[src/rtl/serial_adder.sv]
// ----------------------------------------------------------------------------
// serial_adder
//   Bit-serial unsigned adder. Captures a and b on an accepted start and adds
//   them LSB-first, one bit per clock. The datapath is a single full-adder
//   cell built from two half adders and an OR, plus a carry flop. Presents a
//   registered sum/cout and a one-cycle done pulse once all WIDTH bits are in.
//
// Ports
//   clk    in   1      clock, rising edge
//   rst    in   1      asynchronous active-high reset
//   start  in   1      add request, sampled only while idle
//   a      in   WIDTH  operand A, captured on accepted start
//   b      in   WIDTH  operand B, captured on accepted start
//   busy   out  1      high while an operation is running or completing
//   done   out  1      one-cycle pulse, sum/cout valid
//   sum    out  WIDTH  a + b mod 2^WIDTH, held until the next completion
//   cout   out  1      carry out of bit WIDTH-1, held with sum
// ----------------------------------------------------------------------------
module serial_adder #(
    parameter int unsigned WIDTH = 8
) (
    input  logic             clk,
    input  logic             rst,
    input  logic             start,
    input  logic [WIDTH-1:0] a,
    input  logic [WIDTH-1:0] b,
    output logic             busy,
    output logic             done,
    output logic [WIDTH-1:0] sum,
    output logic             cout
);

    localparam int unsigned CW = (WIDTH > 1) ? $clog2(WIDTH) : 1;
    localparam logic [CW-1:0] LAST_BIT = CW'(WIDTH - 1);

    typedef enum logic [1:0] {
        IDLE = 2'd0,
        RUN  = 2'd1,
        DONE = 2'd2
    } state_t;

    state_t state;
    state_t state_nxt;

    logic [WIDTH-1:0] sa;
    logic [WIDTH-1:0] sb;
    logic [WIDTH-1:0] ps;
    logic [WIDTH-1:0] ps_nxt;
    logic             c;
    logic [CW-1:0]    cnt;

    logic load_c;
    logic step_c;
    logic last_c;

    logic ha0_s;
    logic ha0_c;
    logic ha1_c;
    logic fa_s;
    logic fa_c;

    // Full-adder cell: two half adders, carries merged by an OR.
    always_comb begin
        ha0_s  = sa[0] ^ sb[0];
        ha0_c  = sa[0] & sb[0];
        fa_s   = ha0_s ^ c;
        ha1_c  = ha0_s & c;
        fa_c   = ha0_c | ha1_c;
        // New sum bit enters at the MSB so the LSB lands in bit 0 after WIDTH steps.
        ps_nxt = {fa_s, ps[WIDTH-1:1]};
    end

    // Next-state and datapath control.
    always_comb begin
        state_nxt = state;
        load_c    = 1'b0;
        step_c    = 1'b0;
        last_c    = 1'b0;
        case (state)
            IDLE: begin
                if (start) begin
                    load_c    = 1'b1;
                    state_nxt = RUN;
                end
            end
            RUN: begin
                step_c = 1'b1;
                if (cnt == LAST_BIT) begin
                    last_c    = 1'b1;
                    state_nxt = DONE;
                end
            end
            DONE: begin
                state_nxt = IDLE;
            end
            default: begin
                state_nxt = IDLE;
            end
        endcase
    end

    // State register; busy/done registered from the next state.
    always_ff @(posedge clk or posedge rst) begin
        if (rst) begin
            state <= IDLE;
            busy  <= 1'b0;
            done  <= 1'b0;
        end else begin
            state <= state_nxt;
            busy  <= (state_nxt != IDLE);
            done  <= (state_nxt == DONE);
        end
    end

    // Operand shifters, carry, bit counter and result registers.
    always_ff @(posedge clk or posedge rst) begin
        if (rst) begin
            sa   <= '0;
            sb   <= '0;
            ps   <= '0;
            c    <= 1'b0;
            cnt  <= '0;
            sum  <= '0;
            cout <= 1'b0;
        end else if (load_c) begin
            sa  <= a;
            sb  <= b;
            ps  <= '0;
            c   <= 1'b0;
            cnt <= '0;
        end else if (step_c) begin
            sa  <= sa >> 1;
            sb  <= sb >> 1;
            ps  <= ps_nxt;
            c   <= fa_c;
            cnt <= cnt + CW'(1);
            // Results only update on the final bit, never showing partials.
            if (last_c) begin
                sum  <= ps_nxt;
                cout <= fa_c;
            end
        end
    end

endmodule

[config.mk]
export PLATFORM = sky130hd
export DESIGN_NAME = serial_adder
export DESIGN_NICKNAME = d
export VERILOG_FILES = /design/src/rtl/serial_adder.sv
export SDC_FILE = /design/constraint.sdc
export NUM_CORES = 1
export LEC_CHECK = 0
export ABC_CLOCK_PERIOD_IN_PS = 1510
export CAP_MARGIN = 20
export CORE_ASPECT_RATIO = 1.75
export CORE_MARGIN = 2
export CORE_UTILIZATION = 45
export DETAILED_ROUTE_END_ITERATION = 10
export PLACE_DENSITY = 0.75
export REMOVE_ABC_BUFFERS = 1
export SYNTH_ARGS = -nofsm -noshare
export SYNTH_HDL_FRONTEND = slang
export SYNTH_SLANG_ARGS = --single-unit
[constraint.sdc]
create_clock -name clk -period 1.51 [get_ports clk]
set_input_delay 0.3775 -clock clk [delete_from_list [all_inputs] [get_ports clk]]
set_output_delay 0.3775 -clock clk [all_outputs]
set_load 0.1 [all_outputs]
== Word level (Yosys, flattened, before mapping) ==
Cells that the tools add are included.

* Output and inout port bits: 11
* Input bits: 19
* Flip-flop bits (word level): 41
* Logic and storage cells: 42

* Bitwise logic cells: 6
* Mux-type cells: 18
* $add $sub $neg: 1
* Equality and inequality tests: 3
* Reductions and logical operators: 4

{| class="wikitable"
|+ Operators by type and width
! kind !! number
|-
| 8-bit two-way mux || 6
|-
| 1-bit two-way mux || 7
|-
| 3-bit two-way mux || 2
|-
| 2-bit two-way mux || 2
|-
| 2-bit case mux with 2 select lines || 1
|-
| 2-bit nonzero test || 2
|-
| 3-bit by 1-bit adder with 3-bit output (second input constant) || 1
|-
| 3-bit equality test (second input constant) || 1
|-
| 3-bit AND reduction || 1
|-
| 1-bit AND || 2
|-
| 2-bit by 1-bit equality test with 1-bit output (second input constant) || 1
|-
| 2-bit equality test (second input constant) || 1
|-
| 2-bit zero test || 1
|-
| 1-bit bitwise XOR || 2
|-
| 1-bit inverter || 1
|-
| 1-bit OR || 1
|}

== Longest topological paths before layout ==
Gate-level depths: netlist (run 1).

* Depth in word-level cells: 5
* Gate-level depth with buffers: 5
* Mapped depth without buffers: 4

== Worst setup path before layout (run 1) ==
No wires, ideal clock.

* Kind: register to register
* Start: register cnt[0]
* End: register sum[0]
* Cell stages (with the launch flop): 6
* Path buffers: 1
* Arrival: 1.303 ns
* Setup slack: 0.079 ns
* Period minus slack after synthesis: 1.431 ns
* Required time: 1.382 ns
* Cell sequence: dfrtp_1 ha_1 ha_1 nand3b_4 buf_6 mux2_1

* Cells in the longest elaborated chain, start to end: 4

{| class="wikitable"
|+ RTL lines
! what !! RTL line !! text
|-
| from (decl) || 50 || <nowiki>logic [CW-1:0] cnt;</nowiki>
|-
| from (signal assigned) || 136 || <nowiki>cnt <= cnt + CW'(1);</nowiki>
|-
| 3-bit equality test || 88 || <nowiki>if (cnt == LAST_BIT) begin</nowiki>
|-
| 1-bit two-way mux || 88 ||
|-
| 1-bit two-way mux || 79 || <nowiki>case (state)</nowiki>
|-
| 3-bit AND reduction (no source line) || - ||
|-
| to (signal assigned) || 139 || <nowiki>sum <= ps_nxt;</nowiki>
|-
| to (decl) || 29 || <nowiki>output logic [WIDTH-1:0] sum,</nowiki>
|}

Every way passes these cells.
A chain may end at the register's enable or synchronous reset.

== Worst setup path in the final report (run 1) ==
* Start: register cnt[0]
* End: register sum[1]

The elaborated chain is that of the path after synthesis.

==> summary.md, run 1 <==
| Metric | Value |
|---|---|
| Status | finished, final reports clean |
| GRT Overall Usage | 18.1% |
| Design Area, Final | 0.00242 mm² |
| Number of synthesized register bits | 40 |
| Yosys top cell area share | 55.3% |
| Critical Path RT | 1.69 ns |
| CTS root buf | clkbuf_8 |
| Rel. slew slack | 71.4% |
| Drt pass-1 iters | 4 |
| Clk sinks | 40 |
| Crit path max fanout | 4 |
| Reg clk slew, reported paths | 0.07 ns |
| Die Width | 52.0 µm |
| EDFF count, synth | 0 |
| Area grow syn2layout | 33.9% |
| Number of global-route vias before repair | 1,285 |
| Final Hold Fails | 0 |
| DR iter-0 viols | 26 |
| H-tree levels | 2 |
| Yosys warning count | 0 |
| Via-to-Cell Ratio | 5.56 |
| Share of post-route cells with drive strength above 1 | 22.3% |
| Drc violations | 0 |
| Worst-path cell chain | ha_1 -> ha_2 -> nand3b_2 -> mux2_1 |
| Multi-input logic area | 653 µm² |
| Total CTS buffers | 5 |
| Routed WL per cell | 15.9 µm |
| Pins over their slew limit | 0 |
| Final hold slack | 0.435 ns |
| Total Power | 0.00582 W |
| Bufs and invs on worst path | 0 |
| Final net count | 196 |
| Reg power frac | 32.7% |
| CTS tree | yes |
| Setup-failing EPs final | 0 |
| Max Root-Sink Buffers | 2 |
| Row count | 30 |
| WS Path Type | flip-flop to flip-flop |
| LEAKAGE | 1.12 nW |
| Dpl hpwl | 2.51 mm |
| Vias | 1,240 |
| Clock share of power | 16.1% |
| Total gr overflow | 0 |
| Fmax | 0.698 GHz |
| Crit-path leading delay family | adder cells |
| Sequential area share after synthesis | 55.3% |
| Final setup skew | 0.00522 ns |
| Initial core utilization | 46.8% |
| RSZ-0062 raised after global routing | false |
| Largest net degree at the start of global routing | 41 |
| Fin cells | 223 |
| Initial antenna violation count | 0 |
| HP Class | primary input to async pin |
| Die footprint | 0.00457 mm² |
| Synth unique cells | 22 |
| N_diodes | 0 |
| Comb pwr share | 51.2% |
| Syn_area_per_cell | 12.9 µm² |
| Post-CTS Hold Fix Bufs | 0 |
| CP arrival | 1.61 ns |
| Routed wire length | 3.54 mm |
| Worst vdd ir | 0.00120 V |
| Crit end category | flip-flop |
| DP Cell Count | 213 |
| Mapped Area | 0.00181 mm² |
| Die Y | 87.9 µm |
| Tightest Pin Transition | 0.428 ns |
| PD cells | 2400 mW/mm² |
| Setup_tns | 0 ns |
| Pint | 0.00336 W |
| Cells after Synth | 140 |
| Most used DFF post-synth | dfrtp_1 |
| Critical Path Start Type | flip-flop |
| Buffers added on ports | 29 |
| Max cap viols | 0 |
| Max incr delay on CP | 0.41 ns |
| Fillers | 311 |
| CORE AREA | 0.00387 mm² |
| P_sw | 0.00245 W |
| Reg area | 0.00100 mm² |
| Final min period | 1.43 ns |
| Worst skew pair latency | 0.29 ns |
| Post-route ant nets | 0 |
| Placed standard-cell area | 0.00227 mm² |
| First-pass GRT wire length | 6.00 mm |
| # IOs | 30 |
| Gpl congestion | 0.745 |
| Post-synth top area cell | dfrtp_1 |
| Main area contributors after synthesis | dfrtp_1 (55%), nor4b_1 (6.8%), a221oi_1 (4.8%) |
| Period utilization | 94.8% |
| FFs w/ async S/R, synth | 100% |
| Sw Share | 42.2% |
| Crit path max-delay cell type | dfrtp_1 |
-- cells in the final DEF (no fill, tap or decap), drive strengths merged --
cell type,n
ha,2
fa,1
o22ai,1
nand2b,3
clkbuf,7
nor3b,1
o2bb2ai,1
nor2b,1
nor4b,14
mux2,7
nand3b,2
nor2,6
o21bai,1
bufinv,1
dfrtp,40
a221oi,14
buf,20
a21oi,1
mux2i,3
inv,21
a22o,10
clkdlybuf4s50,18
-- registers in the layout (all words and copies together), names as in the netlist --
name   count
ps         7
state      2
sb         8
busy       1
c          1
cnt        3
cout       1
done       1
sa         8
sum        8
-- power groups by stage --
stage | Sequential [W] | Clock (W) | Combinational (W)
final | 0.00190 | 0.000935 | 0.00298
after global routing | 0.00196 | 0.000995 | 0.00319
after CTS | 0.00190 | 0.000949 | 0.00299
after detailed placement | 0.00191 | 0 | 0.00298
after global placement | 0.00188 | 0 | 0.00288
after floorplan | 0.00278 | 0 | 0.000990
-- synth_stat cells (all sizes together) (2+ instances only) --
| cell | instances |
|---|---|
| inv | 21 |
| nand2b | 3 |
| nor4b | 14 |
| a221oi | 14 |
| a22o | 10 |
| ha | 2 |
| mux2 | 7 |
| dfrtp | 40 |
| buf | 12 |
| mux2i | 3 |
| nor2 | 6 |
-- worst register-to-register path: cells and delay by family (launching register included) --
kind	cells	cell delay, ns
simple gates	1	0.15
mux	1	0.34
flops	1	0.41
fa+ha+maj	2	0.42
-- final cells by class --
cell class	instances	share of cell area, %
flip-flops and latches	40	41.3
multi-input cells	68	26.9
repair buffers	38	20.8
clock buffers	7	3.97
inverters	21	3.25
well taps	48	2.48
clock inverters	1	1.24
-- logic make-up (layout without fill, tap and decap cells) --
| kind of cell | Yosys count | count (layout) | share of synthesized area, % |
|---|---|---|---|
| multiplexers | 10 | 10 | 6.01 |
| AO/OA/AOI/OAI | 28 | 28 | 15.1 |
| AND/OR/NAND/NOR | 26 | 27 | 11.3 |
| adder cells (fa/ha/maj) | 3 | 3 | 2.49 |
| flip-flops | 40 | 40 | 55.3 |
| buffers and inverters | 33 | 67 | 9.74 |
-- worst paths after layout --
path	start	endpoint	slack, ns	cells past startpoint
worst min register to register	ps[1]	sum[0]	0.51	1
worst max-delay path	cnt[0]	sum[1]	0.08	4
max in group asynchronous	rst	done	0.87	3
min in group clk	ps[1]	sum[0]	0.51	1
worst min-delay path	rst	sum[0]	0.43	3
worst max register to register	cnt[0]	sum[1]	0.08	4
-- per-layer routing --
layer,track usage (%),vias to the layer above,share of wire [%]
met1,19.5,612,38
met4,10.5,0,3.9
met5,0,-,0
met2,30.8,42,53
li1,-,574,-
met3,4.95,12,5.3
-- stage by stage --
step / utilization (%) / worst slack (ns)
finish: 62.7 / 0.0781
detailed placement: 58.7 / -0.293
CTS: 62.2 / 0.00341
global route: 62.7 / 0.0278
floorplan: - / -0.00747
global placement: 58.7 / -0.0943
-- repair_timing --
action                     in CTS  in global routing
resized for setup               0                  2
buffers inserted                1                  0
cloned                          0                  1
setup endpoints to repair       3                  7
(Power assumes the default switching activity.)
==> run 2: changes to the inputs <==
Settings changed: CORE_MARGIN 2 to 4, SKIP_CTS_REPAIR_TIMING set to 1.
==> run 2 against run 1 <==
Compared with the run above:
- hold slack got worse by 0.0021 ns
- count of clock-buffer cells in the layout fell by 2
- combinational power rose by 1%
- wire length fell by 2.7%
- via count fell by 1.9%
==> summary.md, run 2 (synthesis gave the netlist of run 1 again) <==
| Metric | Value |
|---|---|
| Status | finished, final reports clean |
| Crit path max fanout | 9 |
| Worst skew pair latency | 0.29 ns |
| # IOs | 30 |
| Pins over their slew limit | 0 |
| Buffers added on ports | 29 |
| R2R Setup Slk | 0.06 ns |
| Final net count | 198 |
| Post-route ant nets | 0 |
| DR iter-0 viols | 33 |
| RSZ-0062 raised after global routing | false |
| Pint | 0.00333 W |
| Max Root-Sink Buffers | 2 |
| Cell repeated most along the worst path | ha_1 |
| Critical Path RT | 1.69 ns |
| Utilization after layout | 62.7% |
| Largest regs | sa x8, sb x8, sum x8 |
| Die footprint | 0.00514 mm² |
| Reg power frac | 32.9% |
| Initial antenna violation count | 0 |
| Reg2reg path depth | 4 |
| Area grow syn2layout | 33.9% |
| Clock share of power | 14.7% |
| Final setup skew | 0.00413 ns |
| WS Path Type | flip-flop to flip-flop |
| Crit path max-delay cell type | dfrtp_1 |
| Via-to-Cell Ratio | 5.40 |
| Crit end category | flip-flop |
| CORE AREA | 0.00387 mm² |
| Total gr overflow | 0 |
| Setup-failing EPs final | 0 |
| Initial core utilization | 46.8% |
| Max cap viols | 0 |
| Gpl congestion | 0.758 |
| Reg-to-reg critical path endpoint | sum[2] |
| Drc violations | 0 |
| Setup_tns | 0 ns |
| Most common cell after layout, fill and taps aside | dfrtp_1 |
| HP Class | primary input to async pin |
| Period utilization | 95.9% |
| Routed wire length | 3.44 mm |
| Largest net degree at the start of global routing | 41 |
| P_sw | 0.00245 W |
| Worst-path cell chain | ha_1 -> ha_1 -> nand3b_4 -> mux2_1 |
| H-tree levels | 2 |
| CTS tree | yes |
| Fmax | 0.691 GHz |
| Final hold slack | 0.432 ns |
| Tightest Pin Transition | 0.434 ns |
| First-pass GRT wire length | 6.10 mm |
| Sw Share | 42.3% |
| Reg clk slew, reported paths | 0.08 ns |
| Reg2Reg Launch Point | cnt[0] |
| Final Hold Fails | 0 |
| GRT Overall Usage | 15.1% |
| Commonest non-fill, non-tap cells in the layout | dfrtp_1 (40), inv_1 (20), clkdlybuf4s50_1 (18) |
| Vias | 1,216 |
| LEAKAGE | 1.13 nW |
| DP Cell Count | 215 |
| Dpl hpwl | 2.54 mm |
| Share of post-route cells with drive strength above 1 | 22.0% |
| Fin cells | 225 |
| Die Y | 91.9 µm |
| Number of global-route vias before repair | 1,297 |
| Max incr delay on CP | 0.40 ns |
| N_diodes | 0 |
| CP arrival | 1.63 ns |
| Worst vdd ir | 0.00127 V |
| Comb pwr share | 52.4% |
| Rel. slew slack | 71.1% |
| Final min period | 1.45 ns |
| Drt pass-1 iters | 4 |
| Critical Path Start Type | flip-flop |
| PD cells | 2380 mW/mm² |
| Row count | 30 |
| Clk sinks | 40 |
| CTS root buf | clkbuf_8 |
| Total CTS buffers | 5 |
| Routed WL per cell | 15.3 µm |
| Die Width | 56.0 µm |
## run 2: stage by stage
step / power [W] / cell area [µm²] / worst slack (ns)
after floorplan: 0.00377 / 1710 / -0.00747
after global placement: 0.00479 / 2290 / -0.142
after detailed placement: 0.00489 / 2290 / -0.203
after CTS: 0.00575 / 2400 / 0.0465
after global routing: 0.00611 / 2420 / 0.00244
final: 0.00578 / 2420 / 0.0621
## run 2: how the worst max path moves through the flow
stage / startpoint / to / cells past startpoint
after floorplan: state[0] / sb[2] / 2
after global placement: start / sb[2] / 4
after detailed placement: start / sb[4] / 4
after CTS: cnt[0] / sum[2] / 4
after global routing: start / sb[0] / 4
final: cnt[0] / sum[2] / 4
## run 2: final cells by class
| cell class | instances | area [µm²] |
|---|---|---|
| clock buffers | 5 | 68.8 |
| clock inverters | 3 | 42.5 |
| fillers | 300 | 1440 |
| inverters | 21 | 78.8 |
| multi-input cells | 67 | 633 |
| flip-flops and latches | 40 | 1000 |
| well taps | 48 | 60.1 |
| repair buffers | 41 | 541 |
## run 2: metal layers
metal	vias to the layer above	routed length, µm	track usage, %	share of wire (%)
li1	572	-	-	-
met3	7	152	4.23	4.4
met5	-	0	0	0
met1	609	1360	16.9	40
met2	28	1850	26.6	54
met4	0	78	6.53	2.3
## run 2: critical path, delay by kind of cell (launching register included)
| family | cells | cell delay (ns) |
|---|---|---|
| multiplexers | 1 | 0.34 |
| adder cells (fa/ha/maj) | 2 | 0.42 |
| flip-flops | 1 | 0.40 |
| AND/OR/NAND/NOR | 1 | 0.17 |
## run 2: power groups by stage
stage	registers (W)	logic, W	clock network (W)
2_1_floorplan	0.00278	0.000990	0
3_5_place_dp	0.00192	0.00297	0
3_3_place_gp	0.00190	0.00289	0
4_1_cts	0.00191	0.00297	0.000873
5_1_grt	0.00196	0.00323	0.000921
6_report	0.00190	0.00302	0.000850
==> run 3: changes to the inputs <==
Settings changed: MAX_ROUTING_LAYER set to met4.
==> run 3 against run 2 <==
Compared with the run above:
- first-iteration DRC count rose by 3.0%
- power fell by 0.29%
- cell count fell by 0.44%
- cell area fell by 0.31%
- sequential share of layout area rose by 0.13 points
- utilization fell by 0.19 points
- critical path depth did not move
- critical endpoint unchanged
- highest routed layer unchanged
==> summary.md, run 3 (synthesis gave the netlist of run 1 again) <==
| Metric | Value |
|---|---|
| Final Hold Fails | 0 |
| Reg clk slew, reported paths | 0.08 ns |
| Max incr delay on CP | 0.40 ns |
| Reg2Reg Launch Point | cnt[0] |
| Reg-to-reg critical path endpoint | sum[2] |
| WS Path Type | flip-flop to flip-flop |
| Pins over their slew limit | 0 |
| Critical Path RT | 1.69 ns |
| Setup-failing EPs final | 0 |
| Drt pass-1 iters | 4 |
| Max Root-Sink Buffers | 2 |
| First-pass GRT wire length | 6.13 mm |
| Die footprint | 0.00514 mm² |
| Worst skew pair latency | 0.29 ns |
| Final min period | 1.45 ns |
| Routed wire length | 3.44 mm |
| Most common cell after layout, fill and taps aside | dfrtp_1 |
| CTS tree | yes |
| Rel. slew slack | 71.5% |
| GRT Overall Usage | 15.6% |
| CP arrival | 1.62 ns |
| Placed standard-cell area | 0.00229 mm² |
| Largest regs | sa x8, sb x8, sum x8 |
| Crit path max fanout | 9 |
| Cell repeated most along the worst path | ha_1 |
| Status | finished, final reports clean |
| Row count | 30 |
| Area grow syn2layout | 33.5% |
| Worst vdd ir | 0.00123 V |
| Initial core utilization | 46.8% |
| Drc violations | 0 |
| Critical Path Start Type | flip-flop |
| PD cells | 2380 mW/mm² |
| Final setup skew | 0.00409 ns |
| Total gr overflow | 0 |
| Final net count | 197 |
| Total CTS buffers | 5 |
| N_diodes | 0 |
| Initial antenna violation count | 0 |
| Share of post-route cells with drive strength above 1 | 21.6% |
| Clk sinks | 40 |
| Design Area, Final | 0.00242 mm² |
| # IOs | 30 |
| Routed WL per cell | 15.4 µm |
| RSZ-0062 raised after global routing | false |
| Utilization after layout | 62.5% |
| CORE AREA | 0.00387 mm² |
| Buffers added on ports | 29 |
| Number of global-route vias before repair | 1,294 |
| Die Width | 56.0 µm |
| Fmax | 0.691 GHz |
| Reg2reg path depth | 4 |
| HP Class | primary input to async pin |
| Max cap viols | 0 |
| Largest net degree at the start of global routing | 41 |
| Crit end category | flip-flop |
| Vias | 1,201 |
| R2R Setup Slk | 0.06 ns |
| H-tree levels | 2 |
| Crit-path leading delay family | adder cells |
| Period utilization | 95.9% |
| CTS root buf | clkbuf_8 |
| Commonest non-fill, non-tap cells in the layout | dfrtp_1 (40), inv_1 (20), clkdlybuf4s50_1 (18) |
| Dpl hpwl | 2.54 mm |
| Setup_tns | 0 ns |
| Gpl congestion | 0.768 |
| Via-to-Cell Ratio | 5.36 |
| Tightest Pin Transition | 0.428 ns |
| Bufs and invs on worst path | 0 |
| Post-route ant nets | 0 |
| Critical Path Stages | 4 |
| Crit path max-delay cell type | dfrtp_1 |
| Die Y | 91.9 µm |
| LEAKAGE | 1.12 nW |
| DR iter-0 viols | 34 |
| Worst-path cell chain | ha_1 -> ha_1 -> nand3b_4 -> mux2_1 |
run 3: worst reg2reg max path, cell delays in order, from the launching register on:
cell and delay (ns):
dfrtp_1 0.40, ha_1 0.20, ha_1 0.22, nand3b_4 0.17, mux2_1 0.35
run 3: worst max-delay path by stage:
stage	slack, ns	end	startpoint
2_1_floorplan	-0.007	sb[2]	state[0]
3_3_place_gp	-0.14	sb[2]	start
3_5_place_dp	-0.20	sb[4]	start
4_1_cts	0.05	sum[2]	cnt[0]
5_1_grt	0.002	sb[0]	start
6_report	0.06	sum[2]	cnt[0]
run 3: final cells by class:
class / count / area [µm²]
clock buffers: 5 / 68.8
clock inverters: 3 / 42.5
fillers: 302 / 1450
inverters: 21 / 78.8
multi-input cells: 67 / 633
flip-flops and latches: 40 / 1000
well taps: 48 / 60.1
repair buffers: 40 / 533
run 3: per-layer routing:
metal | GRT usage (%) | vias to the layer above | wire, µm
li1 | - | 570 | -
met1 | 17.0 | 599 | 1380
met2 | 26.5 | 26 | 1830
met3 | 4.23 | 6 | 152
met4 | 6.53 | 0 | 73
met5 | - | - | 0
run 3: power by group:
group | total [W] | switching, W | leakage [nW] | internal [W]
Sequential | 0.00190 | 0.000346 | 0.483 | 0.00156
Clock | 0.000852 | 0.000364 | 0.0541 | 0.000488
Combinational | 0.00301 | 0.00174 | 0.587 | 0.00127
Total | 0.00576 | 0.00245 | 1.12 | 0.00331
run 3: metrics by stage:
stage | cells | hold slack [ns] | power [W] | setup WS [ns]
floorplan | 128 | 0.457 | 0.00377 | -0.00747
global placement | 215 | 0.475 | 0.00479 | -0.142
detailed placement | 215 | 0.480 | 0.00489 | -0.203
CTS | 223 | 0.440 | 0.00575 | 0.0465
global route | 224 | 0.444 | 0.00610 | 0.00243
finish | 224 | 0.434 | 0.00576 | 0.0625
